`src/rtl/xband_rx_align_if.sv`:
```
// Bus bundle for the comma aligner: raw deserializer side in, aligned side out.
interface xband_rx_align_if;
  logic       bitswap;
  logic [9:0] raw_10bit;
  logic       raw_val;
  logic [9:0] data_in_10bit;
  logic       data_in_val;
  logic       locked;
  logic [3:0] align_offset;
  logic       comma_det;
  logic [7:0] realign_cnt;

  // Deserializer / stimulus side
  modport master (
    output bitswap, raw_10bit, raw_val,
    input  data_in_10bit, data_in_val, locked, align_offset, comma_det, realign_cnt
  );

  // Aligner side
  modport slave (
    input  bitswap, raw_10bit, raw_val,
    output data_in_10bit, data_in_val, locked, align_offset, comma_det, realign_cnt
  );
endinterface

```
`src/rtl/xband_rx_align.sv`:
```
// K28.5 comma aligner: searches a 2-word window for a comma at any of 10 bit
// offsets, qualifies it with a hunt/verify/locked FSM, and outputs aligned words.
module xband_rx_align #(
  parameter int unsigned LOCK_CNT = 3,
  parameter int unsigned LOSS_CNT = 4,
  parameter logic [9:0]  COMMA_N  = 10'b0011111010,
  parameter logic [9:0]  COMMA_P  = 10'b1100000101
) (
  input logic             rx_clk,
  input logic             rx_rst,
  xband_rx_align_if.slave bus
);

  localparam logic [1:0] StHunt   = 2'd0;
  localparam logic [1:0] StVerify = 2'd1;
  localparam logic [1:0] StLocked = 2'd2;

  localparam logic [3:0] LockCnt = LOCK_CNT[3:0];
  localparam logic [3:0] LossCnt = LOSS_CNT[3:0];

  logic [1:0]  state_q, state_d;
  logic [9:0]  prev_q;
  logic [3:0]  offset_q, offset_d;
  logic [3:0]  match_q, match_d;
  logic [3:0]  miss_q, miss_d;
  logic [7:0]  realign_q, realign_d;
  logic [9:0]  data_q;
  logic        data_val_q;
  logic        locked_q;
  logic        comma_q;

  logic [9:0]  s;
  logic [18:0] w;
  logic [9:0]  hit;
  logic        hit_any;
  logic [3:0]  hit_off;
  logic        hit_at_off;
  logic [9:0]  cand_off;

  // Optional bit reversal; offset 9 is the highest window slice, so s[9] only feeds prev.
  always_comb begin
    for (int i = 0; i < 10; i++) begin
      s[i] = bus.bitswap ? bus.raw_10bit[9-i] : bus.raw_10bit[i];
    end
  end

  assign w = {s[8:0], prev_q};

  for (genvar k = 0; k < 10; k++) begin : g_cand
    assign hit[k] = (w[k+9:k] == COMMA_N) || (w[k+9:k] == COMMA_P);
  end

  // Lowest-offset hit, plus the hit flag and candidate word at the current offset.
  always_comb begin
    hit_off    = 4'd0;
    hit_at_off = 1'b0;
    cand_off   = 10'd0;
    for (int k = 9; k >= 0; k--) begin
      if (hit[k]) hit_off = 4'(k);
      if (offset_q == 4'(k)) begin
        hit_at_off = hit[k];
        cand_off   = w[k +: 10];
      end
    end
  end

  assign hit_any = |hit;

  // Alignment FSM and counters; everything holds on non-valid cycles.
  always_comb begin
    state_d   = state_q;
    offset_d  = offset_q;
    match_d   = match_q;
    miss_d    = miss_q;
    realign_d = realign_q;
    if (bus.raw_val && hit_any) begin
      unique case (state_q)
        StHunt: begin
          offset_d = hit_off;
          if (LockCnt == 4'd1) begin
            state_d = StLocked;
            match_d = 4'd0;
          end else begin
            state_d = StVerify;
            match_d = 4'd1;
          end
        end
        StVerify: begin
          if (hit_off == offset_q) begin
            if (match_q + 4'd1 == LockCnt) begin
              state_d = StLocked;
              match_d = 4'd0;
            end else begin
              match_d = match_q + 4'd1;
            end
          end else begin
            offset_d = hit_off;
            match_d  = 4'd1;
          end
        end
        StLocked: begin
          // A hit at the locked offset wins over lower-offset hits.
          if (hit_at_off) begin
            miss_d = 4'd0;
          end else if (miss_q + 4'd1 == LossCnt) begin
            state_d = StHunt;
            miss_d  = 4'd0;
            if (realign_q != 8'hFF) realign_d = realign_q + 8'd1;
          end else begin
            miss_d = miss_q + 4'd1;
          end
        end
        default: state_d = StHunt;
      endcase
    end
  end

  // State, window history and registered outputs; reset wins over raw_val.
  always_ff @(posedge rx_clk) begin
    if (rx_rst) begin
      state_q    <= StHunt;
      prev_q     <= 10'd0;
      offset_q   <= 4'd0;
      match_q    <= 4'd0;
      miss_q     <= 4'd0;
      realign_q  <= 8'd0;
      data_q     <= 10'd0;
      data_val_q <= 1'b0;
      locked_q   <= 1'b0;
      comma_q    <= 1'b0;
    end else begin
      state_q    <= state_d;
      offset_q   <= offset_d;
      match_q    <= match_d;
      miss_q     <= miss_d;
      realign_q  <= realign_d;
      locked_q   <= (state_d == StLocked);
      comma_q    <= bus.raw_val && hit_any;
      data_val_q <= bus.raw_val && (state_q == StLocked);
      if (bus.raw_val) prev_q <= s;
      if (bus.raw_val && (state_q == StLocked)) data_q <= cand_off;
    end
  end

  assign bus.data_in_10bit = data_q;
  assign bus.data_in_val   = data_val_q;
  assign bus.locked        = locked_q;
  assign bus.align_offset  = offset_q;
  assign bus.comma_det     = comma_q;
  assign bus.realign_cnt   = realign_q;

endmodule

```
`src/flat_wrapper.sv`:
```
// flat-port wrapper written by rule: the top's interface ports become plain ports
module xband_rx_align_flat 
#(
  parameter int unsigned LOCK_CNT = 3,
  parameter int unsigned LOSS_CNT = 4,
  parameter logic [9:0]  COMMA_N  = 10'b0011111010,
  parameter logic [9:0]  COMMA_P  = 10'b1100000101
)
  (rx_clk, rx_rst, bus_bitswap, bus_raw_10bit, bus_raw_val, bus_data_in_10bit, bus_data_in_val, bus_locked, bus_align_offset, bus_comma_det, bus_realign_cnt);
  xband_rx_align_if bus_i ();
  input logic rx_clk;
  input logic rx_rst;
  input wire logic [$bits(bus_i.bitswap)-1:0] bus_bitswap;
  input wire logic [$bits(bus_i.raw_10bit)-1:0] bus_raw_10bit;
  input wire logic [$bits(bus_i.raw_val)-1:0] bus_raw_val;
  output wire logic [$bits(bus_i.data_in_10bit)-1:0] bus_data_in_10bit;
  output wire logic [$bits(bus_i.data_in_val)-1:0] bus_data_in_val;
  output wire logic [$bits(bus_i.locked)-1:0] bus_locked;
  output wire logic [$bits(bus_i.align_offset)-1:0] bus_align_offset;
  output wire logic [$bits(bus_i.comma_det)-1:0] bus_comma_det;
  output wire logic [$bits(bus_i.realign_cnt)-1:0] bus_realign_cnt;
  assign bus_i.bitswap = bus_bitswap;
  assign bus_i.raw_10bit = bus_raw_10bit;
  assign bus_i.raw_val = bus_raw_val;
  assign bus_data_in_10bit = bus_i.data_in_10bit;
  assign bus_data_in_val = bus_i.data_in_val;
  assign bus_locked = bus_i.locked;
  assign bus_align_offset = bus_i.align_offset;
  assign bus_comma_det = bus_i.comma_det;
  assign bus_realign_cnt = bus_i.realign_cnt;
  xband_rx_align #(.LOCK_CNT(LOCK_CNT), .LOSS_CNT(LOSS_CNT), .COMMA_N(COMMA_N), .COMMA_P(COMMA_P)) u_core (.rx_clk(rx_clk), .rx_rst(rx_rst), .bus(bus_i));
endmodule
```
`config.mk`:
```
export PLATFORM = sky130hd
export DESIGN_NAME = xband_rx_align_flat
export DESIGN_NICKNAME = d
export VERILOG_FILES = /design/src/rtl/xband_rx_align_if.sv /design/src/rtl/xband_rx_align.sv /design/src/flat_wrapper.sv
export SDC_FILE = /design/constraint.sdc
export NUM_CORES = 1
export LEC_CHECK = 0
export BUFFER_PORTS_ARGS = -buffer_cell sky130_fd_sc_hd__clkbuf_2
export CORE_ASPECT_RATIO = 1.75
export CORE_MARGIN = 2
export CORE_UTILIZATION = 55
export DETAILED_ROUTE_END_ITERATION = 10
export PLACE_DENSITY = 0.8
export SYNTH_ARGS = -nofsm -noshare
export SYNTH_HDL_FRONTEND = slang
export SYNTH_SLANG_ARGS = --single-unit
```
`constraint.sdc`:
```
create_clock -name rx_clk -period 4.64 [get_ports rx_clk]
set_clock_uncertainty 0.05 [all_clocks]
set_input_delay 0 -clock rx_clk [delete_from_list [all_inputs] [get_ports rx_clk]]
set_output_delay 0 -clock rx_clk [all_outputs]
set_load 0.05 [all_outputs]
```
## Yosys cells after proc, flatten, opt, wreduce, memory -nomap -nowiden

Index checks and enable logic that the tools add are counted.
Widths: inputs -> output; s select.

| storage, ports and cells | value |
|---|---|
| output and inout bits | 25 |
| input port bits | 14 |
| register bits after elaboration | 45 |
| memories kept | 0 |
| RAM bits | 0 |
| bits in latches | 0 |
| ROM bits | 0 |
| logic and storage cells | 124 |

| operators by class | value |
|---|---|
| div/mod/pow operators | 0 |
| reductions and logical operators | 20 |
| $mul | 0 |
| equal/unequal tests | 37 |
| muxes and demuxes | 53 |
| $add $sub $neg | 3 |
| shift operators | 0 |
| bitwise operators | 1 |
| magnitude comparators | 0 |

Operators by type and width:

| operator | count |
|---|---|
| $eq 10x10->1 const B | 10 |
| $eq 10x8->1 const B | 10 |
| $mux 10 | 10 |
| $mux 4 | 15 |
| $eq 4x3->1 const B | 5 |
| $mux 1 | 20 |
| $pmux 4 s2 | 2 |
| $eq 4x2->1 const B | 3 |
| $logic_or 1x1->1 | 10 |
| $mux 2 | 5 |
| $reduce_or 10->1 | 1 |
| $add 4x1->4 const B | 2 |
| $add 8x1->8 const B | 1 |
| $eq 4x4->1 const B | 2 |
| $ne 8x8->1 const B | 1 |
| $pmux 2 s3 | 1 |
| $reduce_and 5->1 | 1 |
| $eq 2x2->1 const B | 2 |
| $eq 4x1->1 const B | 1 |
| $eq 4x4->1 | 1 |
| $logic_not 4->1 | 1 |
| $reduce_and 2->1 | 2 |
| $reduce_and 3->1 | 1 |
| $eq 2x1->1 const B | 1 |
| other kinds (5) | 6 |

## Depth between registers and ports, before layout

Gate-level depths: netlist of the first run.

| depth | value |
|---|---|
| depth in word-level cells | 18 |
| mapped depth | 13 |
| depth with buffers taken out | 9 |

## Worst setup path before layout of the first run

OpenSTA, ideal clock, no wires.

| path | value |
|---|---|
| path type | register to register |
| start point | register u_core.offset_q[2], in the netlist u_core.bus.align_offset[2] |
| end point | register u_core.realign_q[7], in the netlist u_core.bus.realign_cnt[7] |
| cell stages (with the launch flop) | 13 |
| arrival | 3.056 ns |
| period minus slack after synthesis | 3.227 ns |
| path buffers | 3 |
| setup time | 0.121 ns |
| required time | 4.469 ns |
| slack | 1.413 ns |
| path through | dfxtp_1 > clkbuf_1 > nand4bb_1 > clkbuf_1 > nor2_1 > nor4b_1 > a211oi_1 > a22oi_1 > o32ai_2 > nand2_2 > buf_6 > nor4_1 > mux2_2 |

| on the way | value |
|---|---|
| cells in the longest elaborated chain, start to end | 13 |
| elaborated cells between the ends (all ways) | 22 |
| classes of those cells | eq/ne: 9; mux: 10; bitwise: 1; reduce/logical: 2 |

Ends and longest elaborated chain:

| item | line | RTL |
|---|---|---|
| start, declared | xband_rx_align.sv:23 | `logic [3:0] offset_q, offset_d;` |
| start signal, assigned | xband_rx_align.sv:133 | `offset_q <= offset_d;` |
| $eq 4x4->1 | xband_rx_align.sv:60 | `if (offset_q == 4'(k)) begin` |
| $mux 1 (9 in a row) | xband_rx_align.sv:60 |  |
| $mux 1 (*) | xband_rx_align.sv:60 |  |
| $not 1->1 (no line) (*) | -- |  |
| $reduce_and 5->1 (no line) (*) | -- |  |
| end signal, assigned | xband_rx_align.sv:136 | `realign_q <= realign_d;` |
| end, declared | xband_rx_align.sv:26 | `logic [7:0] realign_q, realign_d;` |

Every way passes the cells marked *; elsewhere a longest branch is shown, timed or not.
A chain may end at the register's enable or synchronous reset.

## Final worst setup path of the first run

| path | value |
|---|---|
| start point | register u_core.prev_q[8] |
| end point | register u_core.match_q[1] |

| on the way | value |
|---|---|
| cells in the longest elaborated chain, start to end | 14 |
| elaborated cells between the ends (all ways) | 42 |
| classes of those cells | eq/ne: 19; mux: 11; reduce/logical: 12 |

Ends and longest elaborated chain:

| item | line | RTL |
|---|---|---|
| start, declared | xband_rx_align.sv:22 | `logic [9:0] prev_q;` |
| start signal, assigned | xband_rx_align.sv:140 | `if (bus.raw_val) prev_q <= s;` |
| $eq 10x8->1 or $eq 10x10->1 (tied branches) | xband_rx_align.sv:50 | `assign hit[k] = (w[k+9:k] == COMMA_N) \|\| (w[k+9:k] == COMMA_P);` |
| $logic_or 1x1->1 | xband_rx_align.sv:50 |  |
| $mux 4 (9 in a row) | xband_rx_align.sv:59 | `if (hit[k]) hit_off = 4'(k);` |
| $eq 4x4->1 | xband_rx_align.sv:89 | `if (hit_off == offset_q) begin` |
| $mux 4 | xband_rx_align.sv:89 |  |
| $pmux 4 s2 | xband_rx_align.sv:77 | `unique case (state_q)` |
| end signal, assigned | xband_rx_align.sv:134 | `match_q <= match_d;` |
| end, declared | xband_rx_align.sv:24 | `logic [3:0] match_q, match_d;` |

Parallel ways exist; a longest one is shown, timed or not.

==> results.txt, run 1 <==
Post-synthesis instance area -> 3910 um2
Post-CTS sizing -> 0
Via count of the first global-routing pass -> 4,002
Setup violators final -> 0
Initial antenna violation count -> 0
Sinks on the clock net -> 45
Detailed placement HPWL -> 9240 um
Core Area -> 6860 um2
Cell count after synthesis -> 521
Worst-margin pin slew -> 0.945 ns
Total routing usage reported by global routing -> 33.7%
Vias per cell -> 7.09
Most common library cell in the layout ignoring fill and taps -> nand2_1
Number of rows in the core area -> 40
DIE AREA -> 7820 um2
Count of unique library cells instantiated by Yosys -> 84
Peak fanout along the critical path -> 18
Cell type with the highest occurrence count on the critical path -> or4_1
Grt ovf -> 0
CTS tree -> yes
Number of setup buffers added after CTS -> 0
Setup Total Neg Slack -> 0 ns
Crit-path cells -> nor3b_1 -> o2111ai_1 -> o41ai_1 -> or4_4 -> nor2b_1 -> xor2_1 -> or4_1 -> or4_1 -> a21oi_1
Clk Tree Root Cell -> clkbuf_16
Boundary Pins -> 39
Remaining max-slew budget at the tightest pin -> 37.0%
Sequential cell area fraction in the yosys report -> 23.0%
Setup slack after layout -> 0.942 ns
Antenna Violating Nets Remaining -> 0
Number of storage elements in the synthesis netlist -> 45
Die span in y -> 116 um
Count of synthesis-stage warnings from yosys -> 0
Horiz. Die Dim -> 67.7 um
Setup repair after global routing missed its margin -> no
1st-iter DRT viols -> 403
Count of buffers inserted at the top-level ports -> 38
Clock slew at reported path FFs -> 0.06 ns
Largest net degree at the start of global routing -> 49
Required time at the worst-slack endpoint -> 4.80 ns
Hold buffer count at CTS -> 0
Post-route DRC -> 0
Total length of routed wires -> 12,700 um
Cell type with the largest total area after synthesis -> dfxtp_1
Antenna diode instance count -> 0
Cell family with most CP delay -> simple AND/OR/NAND/NOR gates
Static leakage -> 1.53 nW
Avg Synthesized Cell Area -> 7.50 um2
Hold Fails Final Rpt -> 0
WS Path Type -> register to register
Area of combinational cells with multiple inputs -> 2740 um2
Tcrit/Tclk final -> 79.7%
Clk buf depth -> 2
Effective utilization at floorplan -> 57.0%
CTS H-Tree Depth -> 2
Top achievable clock speed -> 0.270 GHz
Number of search-and-repair iterations in the first detailed-routing pass -> 5
Post-synth EDFFs -> 0
First-pass GRT wire length -> 20,200 um
Fin Hold WS -> 0.0927 ns
Worst skew pair latency -> 0.29 ns
Total of max-cap violations -> 0
Async S/R FF share, synth -> 0%
WP buf/inv -> 0
Flip-flop cell with the highest count after synthesis -> dfxtp_1
Power density cells -> 218 nW/um2
Via count -> 4,341
Data arrival time at the worst-slack endpoint -> 3.85 ns
Post-layout net count -> 546
Yosys top cell area share -> 23.0%
Commonest cells after routing, fill and taps aside -> nand2_1, nor2_1, dfxtp_1
Total chip power -> 0.000909 W
Fraction of layout instances using a drive strength above 1 -> 15.5%
Average wire length per cell after detail routing -> 20.8 um
Main area contributors after synthesis -> dfxtp_1, nand2_1, nor2_1
Layout filler cell count -> 640
CTS buffer count -> 5
Critical Path Sink Type -> register
Slowest cell delay on critical path -> 0.78 ns
Placement Setup Slack -> 1.03 ns
Last weighted congestion value of the routability-driven placer -> 1.02
Area of all sequential standard cells -> 901 um2
Area growth, synth to finish -> 6.79%
Crit path max-delay cell type -> dfxtp_1
Class of the worst hold path -> input pin to register
Launching element type of the critical path -> register
Synth Net Count -> 540
IR Drop Worst-Case VDD -> 0.000222 V
Max-slew violations -> 0
Result of the run -> completed
Minimum period implied by the final worst setup slack -> 3.70 ns
through the flow:
stage | instance area [um2] | utilization, % | std cells
after floorplan | 3910 | - | 521
after global placement | 4030 | 58.7 | 604
after detailed placement | 4030 | 58.7 | 604
after CTS | 4170 | 60.9 | 612
after global routing | 4170 | 60.9 | 612
final | 4170 | 60.9 | 612
area by class of cell:
type	instances	area share [%]
Timing Repair Buffer	43	5.46
Inverter	14	1.26
Sequential cell	45	21.6
Tap cell	84	2.52
Multi-Input combinational cell	418	65.7
Clock inverter	3	0.510
Clock buffer	5	3.00
metal layers:
metal / up-vias / part of all wire [%] / GRT usage [%]
li1: 1985 / - / -
met1: 2028 / 36 / 37.0
met2: 244 / 50 / 55.7
met3: 84 / 7.5 / 6.02
met4: 0 / 7.1 / 25.9
met5: - / 0 / 0
worst reg2reg max path: stages (launching register included):
cell,delay (ns)
dfxtp_1,0.78
nor3b_1,0.22
o2111ai_1,0.16
o41ai_1,0.18
or4_4,0.59
nor2b_1,0.22
xor2_1,0.09
or4_1,0.71
or4_1,0.48
a21oi_1,0.15
sequential cells by signal, summed over array words and instances, names as in the netlist, 2 cells and up:
name	flops
u_core.state_q	2
u_core.prev_q	10
u_core.bus.data_in_10bit	10
u_core.bus.align_offset	4
u_core.match_q	4
u_core.miss_q	4
u_core.bus.realign_cnt	8
cells by family (layout without fill, tap and decap cells):
group | Yosys count | count (layout) | share of synthesized area (%)
simple gates | 224 | 224 | 31.1
fa+ha+maj | 5 | 5 | 1.60
mux | 22 | 22 | 6.21
compound gates | 161 | 161 | 29.8
buf+inv | 58 | 65 | 6.82
flops | 45 | 45 | 23.0
xor+xnor | 6 | 6 | 1.34
path summary, 6_finish.rpt:
check | from | endpoint | slack [ns] | cells after the start
min reg2reg | u_core.bus.data_in_10bit[9] | u_core.bus.data_in_10bit[9] | 0.41 | 2
max | u_core.prev_q[8] | u_core.match_q[1] | 0.94 | 9
min | bus_raw_10bit[0] | u_core.prev_q[9] | 0.09 | 3
max reg2reg | u_core.prev_q[8] | u_core.match_q[1] | 0.94 | 9
synth_stat cells (8+ instances only):
| cell type | n |
|---|---|
| mux2i_1 | 13 |
| clkbuf_1 | 25 |
| dfxtp_1 | 45 |
| nand3_1 | 13 |
| nor3_1 | 16 |
| nor2_1 | 51 |
| o22ai_1 | 11 |
| a211oi_1 | 17 |
| nor2b_1 | 8 |
| and3_1 | 8 |
| nand2_1 | 52 |
| inv_1 | 13 |
| nand2b_1 | 8 |
| o21ai_0 | 22 |
| a21oi_1 | 36 |
where the power goes:
| group | switching, W | internal, W | total (W) |
|---|---|---|---|
| combinational | 0.0000861 | 0.0000444 | 0.000131 |
| clock | 0.000158 | 0.000200 | 0.000358 |
| sequential | 0.0000273 | 0.000393 | 0.000420 |
No activity file was read; power rests on OpenSTA's default activity.
==> inputs of run 2 (changes only) <==
- ABC_AREA: default -> 1
- CORE_UTILIZATION: 55 -> 54
- PLACE_DENSITY: 0.8 -> 0.82
- clock period: 4.64 -> 3.1 ns (I/O delays scaled with it)
==> run 2 against run 1 <==
Effect of this change:
- critical path type unchanged
- global-route usage shrank 0.37 points
- clock power increased by 71%
- design area down 0.90%
- largest cell class unchanged
- critical path depth up 6
- fmax grew 30%
- via count is 3.2% higher
- sequential cell count is the same
- highest routed layer unchanged
- total power increased by 57%
- sequential power up 45%
- worst setup slack got worse by 0.68 ns
- first-iteration DRC count fell by 32%
- sequential share of layout area increased by 0.23 points
==> results.txt, run 2 <==
Total length of routed wires -> 12,500 um (was 12,700 um)
Largest net degree at the start of global routing -> 33 (was 49)
Grt ovf -> 0 (unchanged)
Sequential cell area fraction in the yosys report -> 23.8% (was 23.0%)
Top achievable clock speed -> 0.353 GHz (was 0.270 GHz)
Remaining max-slew budget at the tightest pin -> 47.7% (was 37.0%)
Main area contributors after synthesis -> dfxtp_1, nand2_1, nor2_1 (unchanged)
Via count of the first global-routing pass -> 4,375 (was 4,002)
Launching element type of the critical path -> register (unchanged)
WP buf/inv -> 3 (was 0)
Clk Tree Root Cell -> clkbuf_16 (unchanged)
Effective utilization at floorplan -> 55.7% (was 57.0%)
Sinks on the clock net -> 45 (unchanged)
IR Drop Worst-Case VDD -> 0.000242 V (was 0.000222 V)
Hold buffer count at CTS -> 0 (unchanged)
Antenna Violating Nets Remaining -> 0 (unchanged)
Count of unique library cells instantiated by Yosys -> 48 (was 84)
Fin Hold WS -> 0.00389 ns (was 0.0927 ns)
Synth Net Count -> 644 (was 540)
Hold Fails Final Rpt -> 0 (unchanged)
Vias per cell -> 6.10 (was 7.09)
Setup violators final -> 0 (unchanged)
Cell type with the highest occurrence count on the critical path -> inv_1 (was or4_1)
Yosys top cell area share -> 23.8% (was 23.0%)
Last weighted congestion value of the routability-driven placer -> 0.970 (was 1.02)
Total of max-cap violations -> 0 (unchanged)
Cell with the most instances after synthesis -> nand2_1 (unchanged)
Cell count after synthesis -> 625 (was 521)
Clk buf depth -> 2 (unchanged)
Length of routed met2 wiring -> 6420 um (was 6310 um)
Average wire length per cell after detail routing -> 17.0 um (was 20.8 um)
Uppermost routed layer -> met4 (unchanged)
Wire length the detailed router placed on met1 -> 4140 um (was 4550 um)
Commonest cells after routing, fill and taps aside -> nand2_1, nor2_1, inv_1 (was nand2_1, nor2_1, dfxtp_1)
Layout filler cell count -> 698 (was 640)
Area growth, synth to finish -> 9.18% (was 6.79%)
Number of cells in the finished layout apart from fillers -> 734 (was 612)
Worst-margin pin slew -> 0.781 ns (was 0.945 ns)
Max-slew violations -> 0 (unchanged)
Cell family with most CP delay -> simple AND/OR/NAND/NOR gates (unchanged)
Avg Synthesized Cell Area -> 6.06 um2 (was 7.50 um2)
Async S/R FF share, synth -> 0% (unchanged)
Fraction of layout instances using a drive strength above 1 -> 15.7% (was 15.5%)
Number of rows in the core area -> 40 (unchanged)
Setup Total Neg Slack -> 0 ns (unchanged)
Post-layout net count -> 668 (was 546)
Clock slew at reported path FFs -> 0.06 ns (about the same)
CTS buffer count -> 5 (unchanged)
Horiz. Die Dim -> 67.3 um (was 67.7 um)
Number of search-and-repair iterations in the first detailed-routing pass -> 5 (unchanged)
DIE AREA -> 7730 um2 (was 7820 um2)
1st-iter DRT viols -> 275 (was 403)
Detailed placement HPWL -> 9600 um (was 9240 um)
Power density cells -> 346 nW/um2 (was 218 nW/um2)
Via count -> 4,480 (was 4,341)
Critical Path Sink Type -> register (unchanged)
Most common library cell in the layout ignoring fill and taps -> nand2_1 (unchanged)
Total routing usage reported by global routing -> 33.3% (was 33.7%)
Count of synthesis-stage warnings from yosys -> 0 (unchanged)
Placed instance count -> 726 (was 604)
Class of the worst hold path -> input pin to register (unchanged)
CTS H-Tree Depth -> 2 (unchanged)
Flip-flop cell with the highest count after synthesis -> dfxtp_1 (unchanged)
Boundary Pins -> 39 (unchanged)
Area of all sequential standard cells -> 902 um2 (was 901 um2)
Data arrival time at the worst-slack endpoint -> 2.93 ns (was 3.85 ns)
Result of the run -> completed (unchanged)
Post-CTS sizing -> 0 (unchanged)
Post-route DRC -> 0 (unchanged)
Crit-path cells -> inv_1 -> nor2_1 -> inv_1 -> nor2_1 -> nand3_1 -> o21ai_1 -> nor2_2 -> nand2_2 -> inv_1 -> nand3b_2 -> nand2_4 -> nor2_4 -> nand4_2 -> nand2_1 -> a21oi_1 (was nor3b_1 -> o2111ai_1 -> o41ai_1 -> or4_4 -> nor2b_1 -> xor2_1 -> or4_1 -> or4_1 -> a21oi_1)
Peak fanout along the critical path -> 12 (was 18)
Minimum period implied by the final worst setup slack -> 2.84 ns (was 3.70 ns)
Static leakage -> 1.91 nW (was 1.53 nW)
Crit path max-delay cell type -> dfxtp_2 (was dfxtp_1)
Area of combinational cells with multiple inputs -> 2420 um2 (was 2740 um2)
First-pass GRT wire length -> 19,700 um (was 20,200 um)
Required time at the worst-slack endpoint -> 3.19 ns (was 4.80 ns)
Die span in y -> 115 um (was 116 um)
Top post-synthesis cells by count -> nand2_1, nor2_1, inv_1 (was nand2_1, nor2_1, dfxtp_1)
Core Area -> 6810 um2 (was 6860 um2)
Number of storage elements in the synthesis netlist -> 45 (unchanged)
Routed wl met3 -> 716 um (was 955 um)
Initial antenna violation count -> 0 (unchanged)
Setup repair after global routing missed its margin -> no (unchanged)
Number of setup buffers added after CTS -> 0 (unchanged)
WS Path Type -> register to register (unchanged)
Count of buffers inserted at the top-level ports -> 38 (unchanged)
Worst skew pair latency -> 0.29 ns (about the same)
Tcrit/Tclk final -> 91.5% (was 79.7%)
Slowest cell delay on critical path -> 0.45 ns (was 0.78 ns)
Post-synth EDFFs -> 0 (unchanged)
CTS tree -> yes (unchanged)
Cell type with the largest total area after synthesis -> dfxtp_1 (unchanged)
Antenna diode instance count -> 0 (unchanged)
Post-synthesis instance area -> 3790 um2 (was 3910 um2)
run 2: cell count changes after synthesis, sizes merged, moves of 16 or more:
cell    delta
nand2    +107
inv       +67
a21oi     +18
nor2      +42
a211oi    -16
nand4     +19
nand3     +22
o21ai     +17
run 2: path summary, 6_finish.rpt:
path / depth (start not counted) / slack (ns) / start / to
setup reg to reg: 15 / 0.26 / u_core.prev_q[9] / u_core.bus.realign_cnt[3]
hold reg to reg: 2 / 0.42 / u_core.bus.data_in_10bit[9] / u_core.bus.data_in_10bit[9]
hold / removal: 3 / 0.004 / bus_raw_val / u_core.prev_q[9]
setup / recovery: 15 / 0.26 / u_core.prev_q[9] / u_core.bus.realign_cnt[3]
run 2: cell families after synthesis:
family                   after synthesis  share of synthesized area (%)
flip-flops                            45                           23.8
AND/OR/NAND/NOR                      331                           40.6
AO/OA/AOI/OAI                        126                           19.4
adder cells (fa/ha/maj)                5                           1.65
XOR/XNOR                              10                           2.31
buffers and inverters                108                           12.3
run 2: report_power, final:
group / leakage [nW] / total, W / switching, W / internal, W
Combinational: 1.46 / 0.000206 / 0.000156 / 0.0000498
Clock: 0.0810 / 0.000613 / 0.000231 / 0.000382
Sequential: 0.365 / 0.000611 / 0.0000225 / 0.000589
run 2: area by class of cell:
type	count	area share, %
Multi-Input combinational cell	472	58.6
Sequential cell	45	21.8
Clock inverter	2	0.938
Timing Repair Buffer	42	5.32
Inverter	83	7.71
Clock buffer	6	3.12
Tap cell	84	2.54
run 2: worst min-delay path: stages:
cell      delay, ns
clkbuf_2       0.16
o211ai_1       0.11
inv_1          0.05
run 2: metal layers:
metal  global-route usage [%]  vias up
met4                     30.5        0
met5                        0        -
met2                     60.5      253
li1                         -     2121
met1                     29.7     1996
met3                     5.77      110
run 2: per-stage QoR:
step	power, W	worst slack (ns)	util [%]	instance area [um2]
2_1_floorplan	0.000770	0.898	-	3790
3_3_place_gp	0.000819	0.252	58.3	3970
3_5_place_dp	0.000822	0.179	58.3	3970
4_1_cts	0.00143	0.0960	60.8	4140
5_1_grt	0.00148	0.0545	60.8	4140
6_report	0.00143	0.264	60.8	4140
